--- src/rtl/commit_ctrl_pkg.sv ---
// commit_ctrl_pkg: shared output-stage state encoding for the commit controller
package commit_ctrl_pkg;
  typedef enum logic {EMPTY = 1'b0, FULL = 1'b1} ostate_e;
endpackage

--- src/rtl/commit_ctrl_done_table.sv ---
// done_table: per-tag completion bitmap with set, clear, clear-all and bypassed read
module done_table #(
  parameter int WIDTH = 4
) (
  input  logic             i_clk,
  input  logic             i_rst,
  input  logic             set_en,
  input  logic [WIDTH-1:0] set_tag,
  input  logic             clr_en,
  input  logic [WIDTH-1:0] clr_tag,
  input  logic             clr_all,
  input  logic [WIDTH-1:0] rd_tag,
  output logic             rd_done
);
  localparam int N = 2 ** WIDTH;
  logic [N-1:0] done_q, done_d, set_m, clr_m;
  // clear wins over a same-edge set so a popped tag never lingers as done
  always_comb begin
    set_m   = set_en ? N'(1) << set_tag : '0;
    clr_m   = clr_en ? N'(1) << clr_tag : '0;
    done_d  = clr_all ? '0 : (done_q | set_m) & ~clr_m;
    rd_done = done_q[rd_tag] | (set_en & (set_tag == rd_tag));
  end
  always_ff @(posedge i_clk) begin
    if (i_rst) done_q <= '0;
    else done_q <= done_d;
  end
endmodule

--- src/rtl/commit_ctrl.sv ---
// commit_ctrl: retires completed tags in ring-buffer order through a one-entry output register
module commit_ctrl
  import commit_ctrl_pkg::*;
#(
  parameter int WIDTH = 4,
  parameter int CNT_W = 16
) (
  input  logic             i_clk,
  input  logic             i_rst,
  input  logic [WIDTH-1:0] i_data,
  input  logic             i_empty,
  output logic             o_re,
  input  logic             i_wb_en,
  input  logic [WIDTH-1:0] i_wb_tag,
  output logic             o_valid,
  output logic [WIDTH-1:0] o_tag,
  input  logic             i_ready,
  input  logic             i_flush,
  output logic [CNT_W-1:0] o_cnt
);
  ostate_e          state_q, state_d;
  logic [WIDTH-1:0] tag_q, tag_d;
  logic [CNT_W-1:0] cnt_q, cnt_d;
  logic             head_done, hs;
  done_table #(.WIDTH(WIDTH)) u_done (
    .i_clk   (i_clk),
    .i_rst   (i_rst),
    .set_en  (i_wb_en),
    .set_tag (i_wb_tag),
    .clr_en  (o_re),
    .clr_tag (i_data),
    .clr_all (i_flush),
    .rd_tag  (i_data),
    .rd_done (head_done)
  );
  // gating on i_rst keeps the ring buffer from losing a tag while we reset
  always_comb begin
    hs      = (state_q == FULL) && i_ready;
    o_re    = !i_rst && !i_empty && head_done && ((state_q == EMPTY) || i_ready) && !i_flush;
    o_valid = state_q == FULL;
    o_tag   = tag_q;
    o_cnt   = cnt_q;
  end
  always_comb begin
    state_d = i_flush ? EMPTY : o_re ? FULL : hs ? EMPTY : state_q;
    tag_d   = o_re ? i_data : tag_q;
    cnt_d   = cnt_q + CNT_W'(hs && !i_flush);
  end
  always_ff @(posedge i_clk) begin
    if (i_rst) begin
      state_q <= EMPTY;
      tag_q   <= '0;
      cnt_q   <= '0;
    end else begin
      state_q <= state_d;
      tag_q   <= tag_d;
      cnt_q   <= cnt_d;
    end
  end
endmodule

--- config.mk ---
export PLATFORM = sky130hd
export DESIGN_NAME = commit_ctrl
export DESIGN_NICKNAME = d
export VERILOG_FILES = /design/src/rtl/commit_ctrl_pkg.sv /design/src/rtl/commit_ctrl_done_table.sv /design/src/rtl/commit_ctrl.sv
export SDC_FILE = /design/constraint.sdc
export NUM_CORES = 1
export LEC_CHECK = 0
export CAP_MARGIN = 20
export CELL_PAD_IN_SITES_DETAIL_PLACEMENT = 0
export CELL_PAD_IN_SITES_GLOBAL_PLACEMENT = 2
export CORE_ASPECT_RATIO = 0.75
export CORE_MARGIN = 2
export CORE_UTILIZATION = 30
export DETAILED_ROUTE_END_ITERATION = 16
export PLACE_DENSITY = 0.87
export SLEW_MARGIN = 15
export SYNTH_ARGS = -nofsm -noshare
export SYNTH_HDL_FRONTEND = slang
export SYNTH_SLANG_ARGS = --single-unit
export TNS_END_PERCENT = 1
--- constraint.sdc ---
create_clock -name i_clk -period 2.8 [get_ports i_clk]
set_clock_uncertainty 0.15 [all_clocks]
set_input_delay 0.56 -clock i_clk [delete_from_list [all_inputs] [get_ports i_clk]]
set_output_delay 0.56 -clock i_clk [all_outputs]
set_load 0.01 [all_outputs]
# Word-level counts from Yosys, hierarchy flattened
# Cells that the tools add are included.
dict set report word_totals {
  mem_bits_rw 0
  memories 0
  register_bits 37
  inputBits 14
  out_inout_bits 22
  mem_bits_ro 0
  latchBits 0
  word_cells 33
}
dict set report classes {
  muxes 6
  multipliers 0
  n_div 0
  n_reduce_logical 12
  addsub 1
  shift 2
  n_eq_ne 1
  n_bitwise 6
  order_cmp 1
}
# operator count
set op_table {}
lappend op_table {{$mux W16} 2}
lappend op_table {{$shl A1 B4 Y16 const A} 2}
lappend op_table {{$add A16 B1 Y16} 1}
lappend op_table {{$and A16 B16 Y16} 1}
lappend op_table {{$not A16 Y16} 1}
lappend op_table {{$or A16 B16 Y16} 1}
lappend op_table {{$logic_and A1 B1 Y1} 6}
lappend op_table {{$lt A4 B5 Y1 const B} 1}
lappend op_table {{$bmux W1 S4} 1}
lappend op_table {{$eq A4 B4 Y1} 1}
lappend op_table {{$logic_not A1 Y1} 3}
lappend op_table {{$mux W1} 3}
lappend op_table {{$reduce_bool A2 Y1} 1}
lappend op_table {{$reduce_or A2 Y1} 1}
lappend op_table {{$and A1 B1 Y1} 1}
lappend op_table {{$logic_or A1 B1 Y1} 1}
lappend op_table {{$not A1 Y1} 1}
lappend op_table {{$or A1 B1 Y1} 1}

# Logic depth before layout (Yosys ltp)
# Gate-level depths: netlist of run 1.
dict set report depth {
  word_depth 9
  depth_mapped 8
  depth_no_buf 8
}

# Cells and area by module
# From an unflattened synthesis of run 1, not the netlist that was laid out.
dict set report hier_totals {
  cells_unflattened 196
  area_unflattened_um2 1821.7
}
# mod instances area_per_inst_um2 cells_each seq_area_each_um2
set modules_own_cells {}
lappend modules_own_cells {commit_ctrl 1 977.2 110 420.4}
lappend modules_own_cells {done_table 1 844.6 86 320.3}

# Least setup slack after synthesis of run 1
# OpenSTA, ideal clock, no wires.
dict set report synth_timing {
  path_kind {input to output}
  start {in i_flush}
  end {out o_re}
  t_required_ns 2.090
  stages 5
  slack_ns 0.254
  arrival_ns 1.836
  n_path_buf 1
  cell_sequence {or2_4 -> or3_1 -> or3_1 -> o211ai_2 -> buf_4}
}
dict set report synth_between {
  elab_chain_len 2
}
# element line
set synth_rtl {}
lappend synth_rtl {{start: declaration} commit_ctrl.sv:18} ;# input logic i_flush,
lappend synth_rtl {{$logic_not A1 Y1} commit_ctrl.sv:39} ;# o_re = !i_rst && !i_empty && head_done && ((state_q == EMPTY) || i_ready) && !i_flush;
lappend synth_rtl {{$logic_and A1 B1 Y1} commit_ctrl.sv:39}
lappend synth_rtl {{end: declaration} commit_ctrl.sv:12} ;# output logic o_re,
# Every way passes these cells.

# Worst setup path in the final report of run 1
dict set report layout_timing {
  start {in i_empty}
  end {out o_re}
}
dict set report layout_between {
  elab_chain_len 5
}
# element line
set layout_rtl {}
lappend layout_rtl {{start: declaration} commit_ctrl.sv:11} ;# input logic i_empty,
lappend layout_rtl {{$logic_not A1 Y1} commit_ctrl.sv:39}
lappend layout_rtl {{$logic_and A1 B1 Y1 (4 in series)} commit_ctrl.sv:39}
# Every way passes these cells.

==> results.yml, run 1 <==
run:
  cap_violations: 0
critical_path:
  slowest_delay_ns: 0.44
  worstReg2RegEnd: "o_tag[3]$_SDFFE_PP0P_"
  cpMostUsedCell: "or3_4"
  timing.rr.start: "o_valid$_SDFFE_PP0P_"
  worst_path_max_delay_cell: "clkdlybuf4s50_1"
  cp_max_fo: 2
  critical_path_arrival_ns: 2.07
  path_class: "in -> out"
  r2r_cells: 6
  endpoint_kind: "output port"
  required_ns: 2.09
  r2r_slack_ns: 0.57
  crit_chain: "clkdlybuf4s50_1, or3_4, or3_4, o211ai_4, buf_2"
  worstSetupStartpointType: "primary input"
floorplanning:
  die-height_um: 70.7
  rows: 24
  die_w_um: 93.0
  die_area_um2: 6580
  core_area_um2: 5770
  num_io_pins: 36
  start_util: 0.309
logic_synthesis:
  async_flop_share: 0
  synthCells: 201
  synth_top_area_cell: "dfxtp_1"
  syn_area_um2: 1780
  synth-edff-count: 0
  synth_flop_cell: "dfxtp_1"
  synth_common_cells: "dfxtp_1, nor2_1, a31oi_1, o21ai_0, nor2b_1"
  ys_warn_count: 0
  synth_top_area_share: 0.416
  ys_ff_latch: 37
  synth_cell_types: 35
  synth_area_leaders: "dfxtp_1, a31oi_1, xnor2_1"
  seq_area_frac_synth: 0.416
  syn_nets: 217
  yosysMostFrequentCell: "dfxtp_1"
  avgSynthCellArea_um2: 8.86
routing:
  routedWlPerCell_um: 13.9
  firstDrtPassIters: 4
  ant_nets: 0
  drcViolationCount: 0
  vias_per_cell: 4.99
  routed_wl_um: 4670
  routed-via-count: 1682
  drt_iter0_markers: 79
clock_tree:
  clock-root-buffer: "clkbuf_8"
  numCtsBuffers: 5
  ctsHoldBuffers: 0
  tritoncts: "built"
  ctsLongestPathBuffers: 2
  h-tree-depth: 2
  clock-sinks: 37
  path_clk_slew_ns: 0.07
  clock_latency_ns: 0.29
worst_hold_path:
  worstHoldStart: "o_tag[2]$_SDFFE_PP0P_"
  hold-path-endpoint: "o_tag[2]$_SDFFE_PP0P_"
  min_path_cells: 2
  min_path_type: "reg -> reg"
finish:
  fin_cells: 337
  regArea_um2: 741
  antenna-diode-count: 0
  fillers: 578
  final_nets: 275
  syn_to_final_growth_pct: 40.5
  multi_input_area_um2: 1010
  final_area_um2: 2500
  drive_gt1_frac: 0.178
placed_design:
  globalplace.congestion: 0.802
  dp_hpwl_um: 3310
  postPlaceCellArea_um2: 2340
  io_buffers: 35
  dp.cells: 326
sta:
  final-setup-viol-count: 0
  layout_min_cycle_time_ns: 2.78
  hold_viol: 0
  fin_crit_sh: 0.991
  rsz0062_at_grt: "false"
  fmax_ghz: 0.360
  slew_violations: 0
  relSlewSlack: 0.440
  setup_tns_ns: 0
  worst_pin_slew_ns: 0.837
grt:
  grt_overflow: 0
  antenna_found_initial: 0
  gr-usage-all-layers: 0.150
  grt_pass1_wl_um: 7830
  grt_pass1_vias: 1579
  grt_max_degree: 22
power_and_ir_drop:
  power_w: 0.00110
  p_leak_nw: 0.889
  powerDensity_nw_per_um2: 438
  ir_worst_vdd_v: 0.000170
outcome:
  status: "complete, no violations"
[metrics by stage]
step / utilization / hold slack, ns / worst slack (ns)
floorplan: - / 0.343 / 0.254
finish: 0.434 / 0.348 / 0.0243
CTS: 0.433 / 0.353 / 0.0249
global route: 0.434 / 0.375 / 0.00115
global placement: 0.406 / 0.338 / -0.584
detailed placement: 0.406 / 0.342 / -0.596
[logic make-up after synthesis]
kind of cell / count (synthesis) / synth area share
AO/OA/AOI/OAI: 46 / 0.158
flip-flops: 37 / 0.416
multiplexers: 9 / 0.0758
XOR/XNOR: 14 / 0.0688
AND/OR/NAND/NOR: 80 / 0.232
adder cells (fa/ha/maj): 2 / 0.0140
buffers and inverters: 13 / 0.0351
[routing by layer]
| metal | track usage | wire length (um) | share of wire |
|---|---|---|---|
| met1 | 0.221 | 2380 | 0.51 |
| met3 | 0.0394 | 315 | 0.067 |
| met4 | 0.0539 | 51 | 0.011 |
| met5 | 0 | 0 | 0 |
| met2 | 0.211 | 1920 | 0.41 |
[state kept, by name, indices dropped and copies added (netlist names)]
name           flops
o_cnt             16
u_done.done_q     16
o_tag              4
o_valid            1
[layout make-up]
cell class | instances | area share
clock buffer | 5 | 0.0275
timing repair buffer | 61 | 0.216
tap | 78 | 0.0390
inverter | 3 | 0.00450
multi-input combinational | 151 | 0.403
sequential | 37 | 0.296
clock inverter | 2 | 0.0140
[power by group]
part,internal [W],switching (W),total [W]
combinational,0.0000574,0.0000588,0.000116
clock,0.000259,0.000192,0.000451
sequential,0.000529,0.00000173,0.000531
total,0.000845,0.000252,0.00110
[worst max-delay path by stage]
stage,start,endpoint,slack (ns),cells after the start
6_report,i_empty,o_re,0.02,5
5_1_grt,i_rst,o_re,0.001,6
4_1_cts,i_rst,o_re,0.02,6
3_5_place_dp,i_flush,o_re,-0.60,6
3_3_place_gp,i_flush,o_re,-0.58,6
2_1_floorplan,i_flush,o_re,0.25,5
[layout by cell type, fill, tap and decap left out, types with 3 or more instances in the layout]
master           netlist  routed
nand4_1                4       4
nand3_1                6       6
xnor2_1               10      10
a31oi_1               17      17
mux2i_1                3       3
nand2_1                9       9
a21oi_1                4       4
dlygate4sd2_1          0       5
and2_1                 3       3
buf_4                  1      24
clkbuf_8               0       5
nor2b_1               11      11
nor3_1                 7       7
a311oi_1               3       3
xor2_1                 4       4
o21ai_0               17      17
nand2b_1               4       4
or3_1                  6       4
inv_1                  3       3
clkdlybuf4s50_1        0      29
mux4_2                 3       3
nor2_1                21      21
nor4_1                 6       6
dfxtp_1               37      37
[what timing repair did]
| action | in CTS | in global routing |
|---|---|---|
| buffers inserted | 4 | 0 |
| hold endpoints to repair | 0 | 0 |
| resized for setup | 16 | 1 |
| setup endpoints to repair | 1 | 1 |
| pin swaps | 4 | 1 |
[worst max-delay path: cells and delay by family]
family	cells	cell delay, ns
simple gates	2	0.78
compound gates	1	0.10
buf+inv	2	0.61
(Power assumes the default switching activity.)
==> run 2, diff against run 1 <==
CAP_MARGIN = 30   (was 20)
PLACE_DENSITY = unset   (was 0.87)
PLACE_DENSITY_LB_ADDON = 0.1   (was unset)
==> results.yml, run 2 (same netlist as run 1, synthesis figures left out) <==
power_and_ir_drop:
  switching_share: 0.257
  power_w: 0.00102
  powerDensity_nw_per_um2: 417
  power_frac_clock: 0.364
  pwr-share-comb: 0.114
  switching_power_w: 0.000262
  sequentialPowerShare: 0.522
  internal_power_w: 0.000756
  ir_worst_vdd_v: 0.000184
  p_leak_nw: 0.879
grt:
  grt_overflow: 0
  gr-usage-all-layers: 0.173
  antenna_found_initial: 0
  grt_pass1_vias: 1638
  grt_pass1_wl_um: 8710
  grt_max_degree: 22
sta:
  layout_min_cycle_time_ns: 2.72
  slew_violations: 0
  setup_tns_ns: 0
  final-setup-viol-count: 0
  hold_viol: 0
  relSlewSlack: 0.688
  setup_ws_ns: 0.0781
  worst_pin_slew_ns: 0.467
  rsz0062_at_grt: "false"
  fin_crit_sh: 0.972
  holdWs_ns: 0.336
  fmax_ghz: 0.367
critical_path:
  required_ns: 2.09
  cp_max_fo: 2
  endpoint_kind: "output port"
  path_class: "in -> out"
  r2r_cells: 6
  worstSetupStartpointType: "primary input"
  critical_path_arrival_ns: 2.01
routing:
  routed-via-count: 1725
  routedWlPerCell_um: 15.8
  ant_nets: 0
  drcViolationCount: 0
  firstDrtPassIters: 4
  routed_wl_um: 5280
  drt_iter0_markers: 62
  vias_per_cell: 5.16
finish:
  syn_to_final_growth_pct: 37.1
  mostFrequentLayoutCells: "dfxtp_1, clkdlybuf4s50_1, nor2_1"
  layout_commonest_cell: "dfxtp_1"
  antenna-diode-count: 0
  fin_cells: 334
  final_nets: 271
  drive_gt1_frac: 0.160
placed_design:
  dp_hpwl_um: 4000
  place_ws_ns: -0.546
  globalplace.congestion: 0.901
  io_buffers: 35
  dp.cells: 326
run:
  cap_violations: 0
outcome:
  status: "complete, no violations"
floorplanning:
  num_io_pins: 36
  start_util: 0.309
  die_w_um: 93.0
  die-height_um: 70.7
  core_area_um2: 5770
  die_area_um2: 6580
  rows: 24
clock_tree:
  numCtsBuffers: 5
  clock_latency_ns: 0.29
  ctsHoldBuffers: 0
  path_clk_slew_ns: 0.07
  ctsLongestPathBuffers: 2
  clock-sinks: 37
  h-tree-depth: 2
  clock-root-buffer: "clkbuf_8"
  post_cts_buffers: 0
  tritoncts: "built"
worst_hold_path:
  min_path_cells: 2
  min_path_type: "reg -> reg"
-- run 2: changes by cell type in the layout (fill, tap and decap cells not counted), sizes merged --
cell           before  now
clkbuf              5    6
bufinv              1    0
clkinv              1    2
buf                27   23
clkdlybuf4s50      29   28
dlymetal6s2s        0    2
dlygate4sd2         5    4
-- run 2: final timing paths --
kind	to	slack (ns)	startpoint
min reg2reg	o_tag[2]$_SDFFE_PP0P_	0.34	o_tag[2]$_SDFFE_PP0P_
min	o_tag[2]$_SDFFE_PP0P_	0.34	o_tag[2]$_SDFFE_PP0P_
max	o_re	0.08	i_empty
max reg2reg	o_tag[0]$_SDFFE_PP0P_	0.57	o_valid$_SDFFE_PP0P_
-- run 2: power groups by stage --
stage          Combinational (W)  Clock, W  Sequential (W)
4_1_cts                 0.000116  0.000381        0.000531
6_report                0.000116  0.000371        0.000531
3_3_place_gp            0.000115         0        0.000543
3_5_place_dp            0.000115         0        0.000543
2_1_floorplan          0.0000512         0        0.000543
5_1_grt                 0.000125  0.000412        0.000531
-- run 2: what timing repair did --
item,4_1_cts,5_1_grt
pin swaps,4,0
setup endpoints to repair,1,1
gates resized for setup,14,2
endpoints found under the hold margin,0,0
-- run 2: routing by layer --
metal	routed length, um	vias to the layer above	track usage
met1	2620	819	0.257
met3	378	7	0.0415
met5	0	-	0
li1	-	845	-
met2	2230	54	0.248
met4	61	0	0.0539
-- run 2: cell type report --
class,instances,area [um^2]
flip-flops and latches,37,741
repair buffers,57,518
fillers,605,3320
inverters,3,11.3
clock buffers,6,72.6
clock inverters,2,10.0
multi-input cells,151,992
well taps,78,97.6
-- run 2: worst max-delay path, stage by stage --
cell and delay [ns]:
clkdlybuf4s50_1 0.43, or3_4 0.40, or3_1 0.37, o211ai_2 0.10
buf_2 0.16
-- run 2: per-stage QoR --
stage	util	area [um^2]
2_1_floorplan	-	1780
3_3_place_gp	0.406	2340
3_5_place_dp	0.406	2340
4_1_cts	0.423	2440
5_1_grt	0.424	2440
6_report	0.424	2440
==> run 3, diff against run 2 <==
CTS_CLUSTER_SIZE = 30   (was unset)
SKIP_CTS_REPAIR_TIMING = 1   (was unset)
==> results.yml, run 3 (same netlist as run 1, synthesis figures left out) <==
clock_tree:
  clock-sinks: 37
  ctsLongestPathBuffers: 2
  h-tree-depth: 2
  clock_latency_ns: 0.29
  numCtsBuffers: 5
  tritoncts: "built"
  clock-root-buffer: "clkbuf_8"
  path_clk_slew_ns: 0.07
critical_path:
  critPathBufInv: 2
  critical_path_arrival_ns: 2.05
  worst_path_max_delay_cell: "clkdlybuf4s50_1"
  crit_path_end: "o_re"
  timing.rr.start: "o_valid$_SDFFE_PP0P_"
  startpoint: "i_empty"
  endpoint_kind: "output port"
  path_class: "in -> out"
  cp_top_family: "simple AND/OR/NAND/NOR gates"
  r2r_slack_ns: 0.57
  worstReg2RegEnd: "o_tag[0]$_SDFFE_PP0P_"
  required_ns: 2.09
  cp_max_fo: 2
  slowest_delay_ns: 0.44
  crit_chain: "clkdlybuf4s50_1, or3_4, or3_4, o211ai_2, buf_2"
  cpMostUsedCell: "or3_4"
  worstSetupStartpointType: "primary input"
  cp.depth: 5
  r2r_cells: 6
sta:
  relSlewSlack: 0.685
  fin_crit_sh: 0.985
  fmax_ghz: 0.363
  worst_pin_slew_ns: 0.471
  layout_min_cycle_time_ns: 2.76
  final-setup-viol-count: 0
  rsz0062_at_grt: "false"
  slew_violations: 0
  holdWs_ns: 0.337
  hold_viol: 0
placed_design:
  globalplace.congestion: 0.901
  io_buffers: 35
  postPlaceCellArea_um2: 2340
  dp_hpwl_um: 4000
outcome:
  status: "complete, no violations"
power_and_ir_drop:
  switching_share: 0.255
  internal_power_w: 0.000759
  power_w: 0.00102
  switching_power_w: 0.000260
  ir_worst_vdd_v: 0.000190
  p_leak_nw: 0.923
  sequentialPowerShare: 0.521
  powerDensity_nw_per_um2: 411
  pwr-share-comb: 0.118
  power_frac_clock: 0.361
routing:
  wl_met1_um: 2650
  wl_met2_um: 2250
  routedWlPerCell_um: 15.9
  drt_iter0_markers: 67
  vias_per_cell: 5.12
  drcViolationCount: 0
  firstDrtPassIters: 4
  top_layer_used: "met4"
  routed-via-count: 1716
  route.met3.wl_um: 384
  routed_wl_um: 5320
  ant_nets: 0
floorplanning:
  die_area_um2: 6580
  rows: 24
  num_io_pins: 36
  die_w_um: 93.0
  core_area_um2: 5770
  start_util: 0.309
  die-height_um: 70.7
grt:
  grt_pass1_wl_um: 8730
  grt_pass1_vias: 1644
  gr-usage-all-layers: 0.173
  grt_overflow: 0
  antenna_found_initial: 0
  grt_max_degree: 22
finish:
  mostFrequentLayoutCells: "dfxtp_1, clkdlybuf4s50_1, nor2_1, buf_4"
  antenna-diode-count: 0
  drive_gt1_frac: 0.171
  layout_commonest_cell: "dfxtp_1"
  syn_to_final_growth_pct: 39.2
  final_area_um2: 2480
  final_nets: 272
run:
  cap_violations: 0
worst_hold_path:
  min_path_type: "reg -> reg"
-- run 3: changes by cell type in the layout (fill, tap and decap cells not counted), sizes merged --
| cell | previous run | this run |
|---|---|---|
| buf | 23 | 24 |
| dlymetal6s2s | 2 | 6 |
| dlygate4sd2 | 4 | 0 |
-- run 3: tightest hold or removal path, cell delays in order (launching register included) --
cell and delay, ns:
dfxtp_1 0.32, nand2b_1 0.06, mux2i_1 0.06
-- run 3: area by class of cell --
class	instances	area, um^2
fillers	599	3290
multi-input cells	151	1010
flip-flops and latches	37	741
repair buffers	58	541
well taps	78	97.6
clock buffers	6	72.6
inverters	3	11.3
clock inverters	2	10.0
-- run 3: metal layers --
metal / vias to the layer above / track usage
li1: 846 / -
met1: 808 / 0.257
met2: 57 / 0.248
met3: 5 / 0.0415
met4: 0 / 0.0539
met5: - / 0
-- run 3: worst min path at each step --
stage | startpoint | end | cells past startpoint
6_report | o_tag[2]$_SDFFE_PP0P_ | o_tag[2]$_SDFFE_PP0P_ | 2
5_1_grt | o_tag[2]$_SDFFE_PP0P_ | o_tag[2]$_SDFFE_PP0P_ | 2
4_1_cts | o_tag[2]$_SDFFE_PP0P_ | o_tag[2]$_SDFFE_PP0P_ | 2
3_5_place_dp | o_tag[2]$_SDFFE_PP0P_ | o_tag[2]$_SDFFE_PP0P_ | 2
3_3_place_gp | o_cnt[6]$_SDFF_PP0_ | o_cnt[6]$_SDFF_PP0_ | 2
2_1_floorplan | o_tag[2]$_SDFFE_PP0P_ | o_tag[2]$_SDFFE_PP0P_ | 2
-- run 3: metrics by stage --
stage	util	setup slack [ns]	cells	setup TNS, ns
final	0.430	0.0428	335	0
after global routing	0.430	0.0126	335	0
after CTS	0.421	-0.557	334	-0.557
after detailed placement	0.406	-0.546	326	-1.17
after global placement	0.406	-0.526	326	-1.07
after floorplan	-	0.254	201	0
-- run 3: power groups by stage --
stage / Sequential (W) / Clock, W / Combinational (W)
global route: 0.000531 / 0.000412 / 0.000130
global placement: 0.000543 / 0 / 0.000115
CTS: 0.000531 / 0.000381 / 0.000116
floorplan: 0.000543 / 0 / 0.0000512
detailed placement: 0.000543 / 0 / 0.000115
finish: 0.000531 / 0.000368 / 0.000121
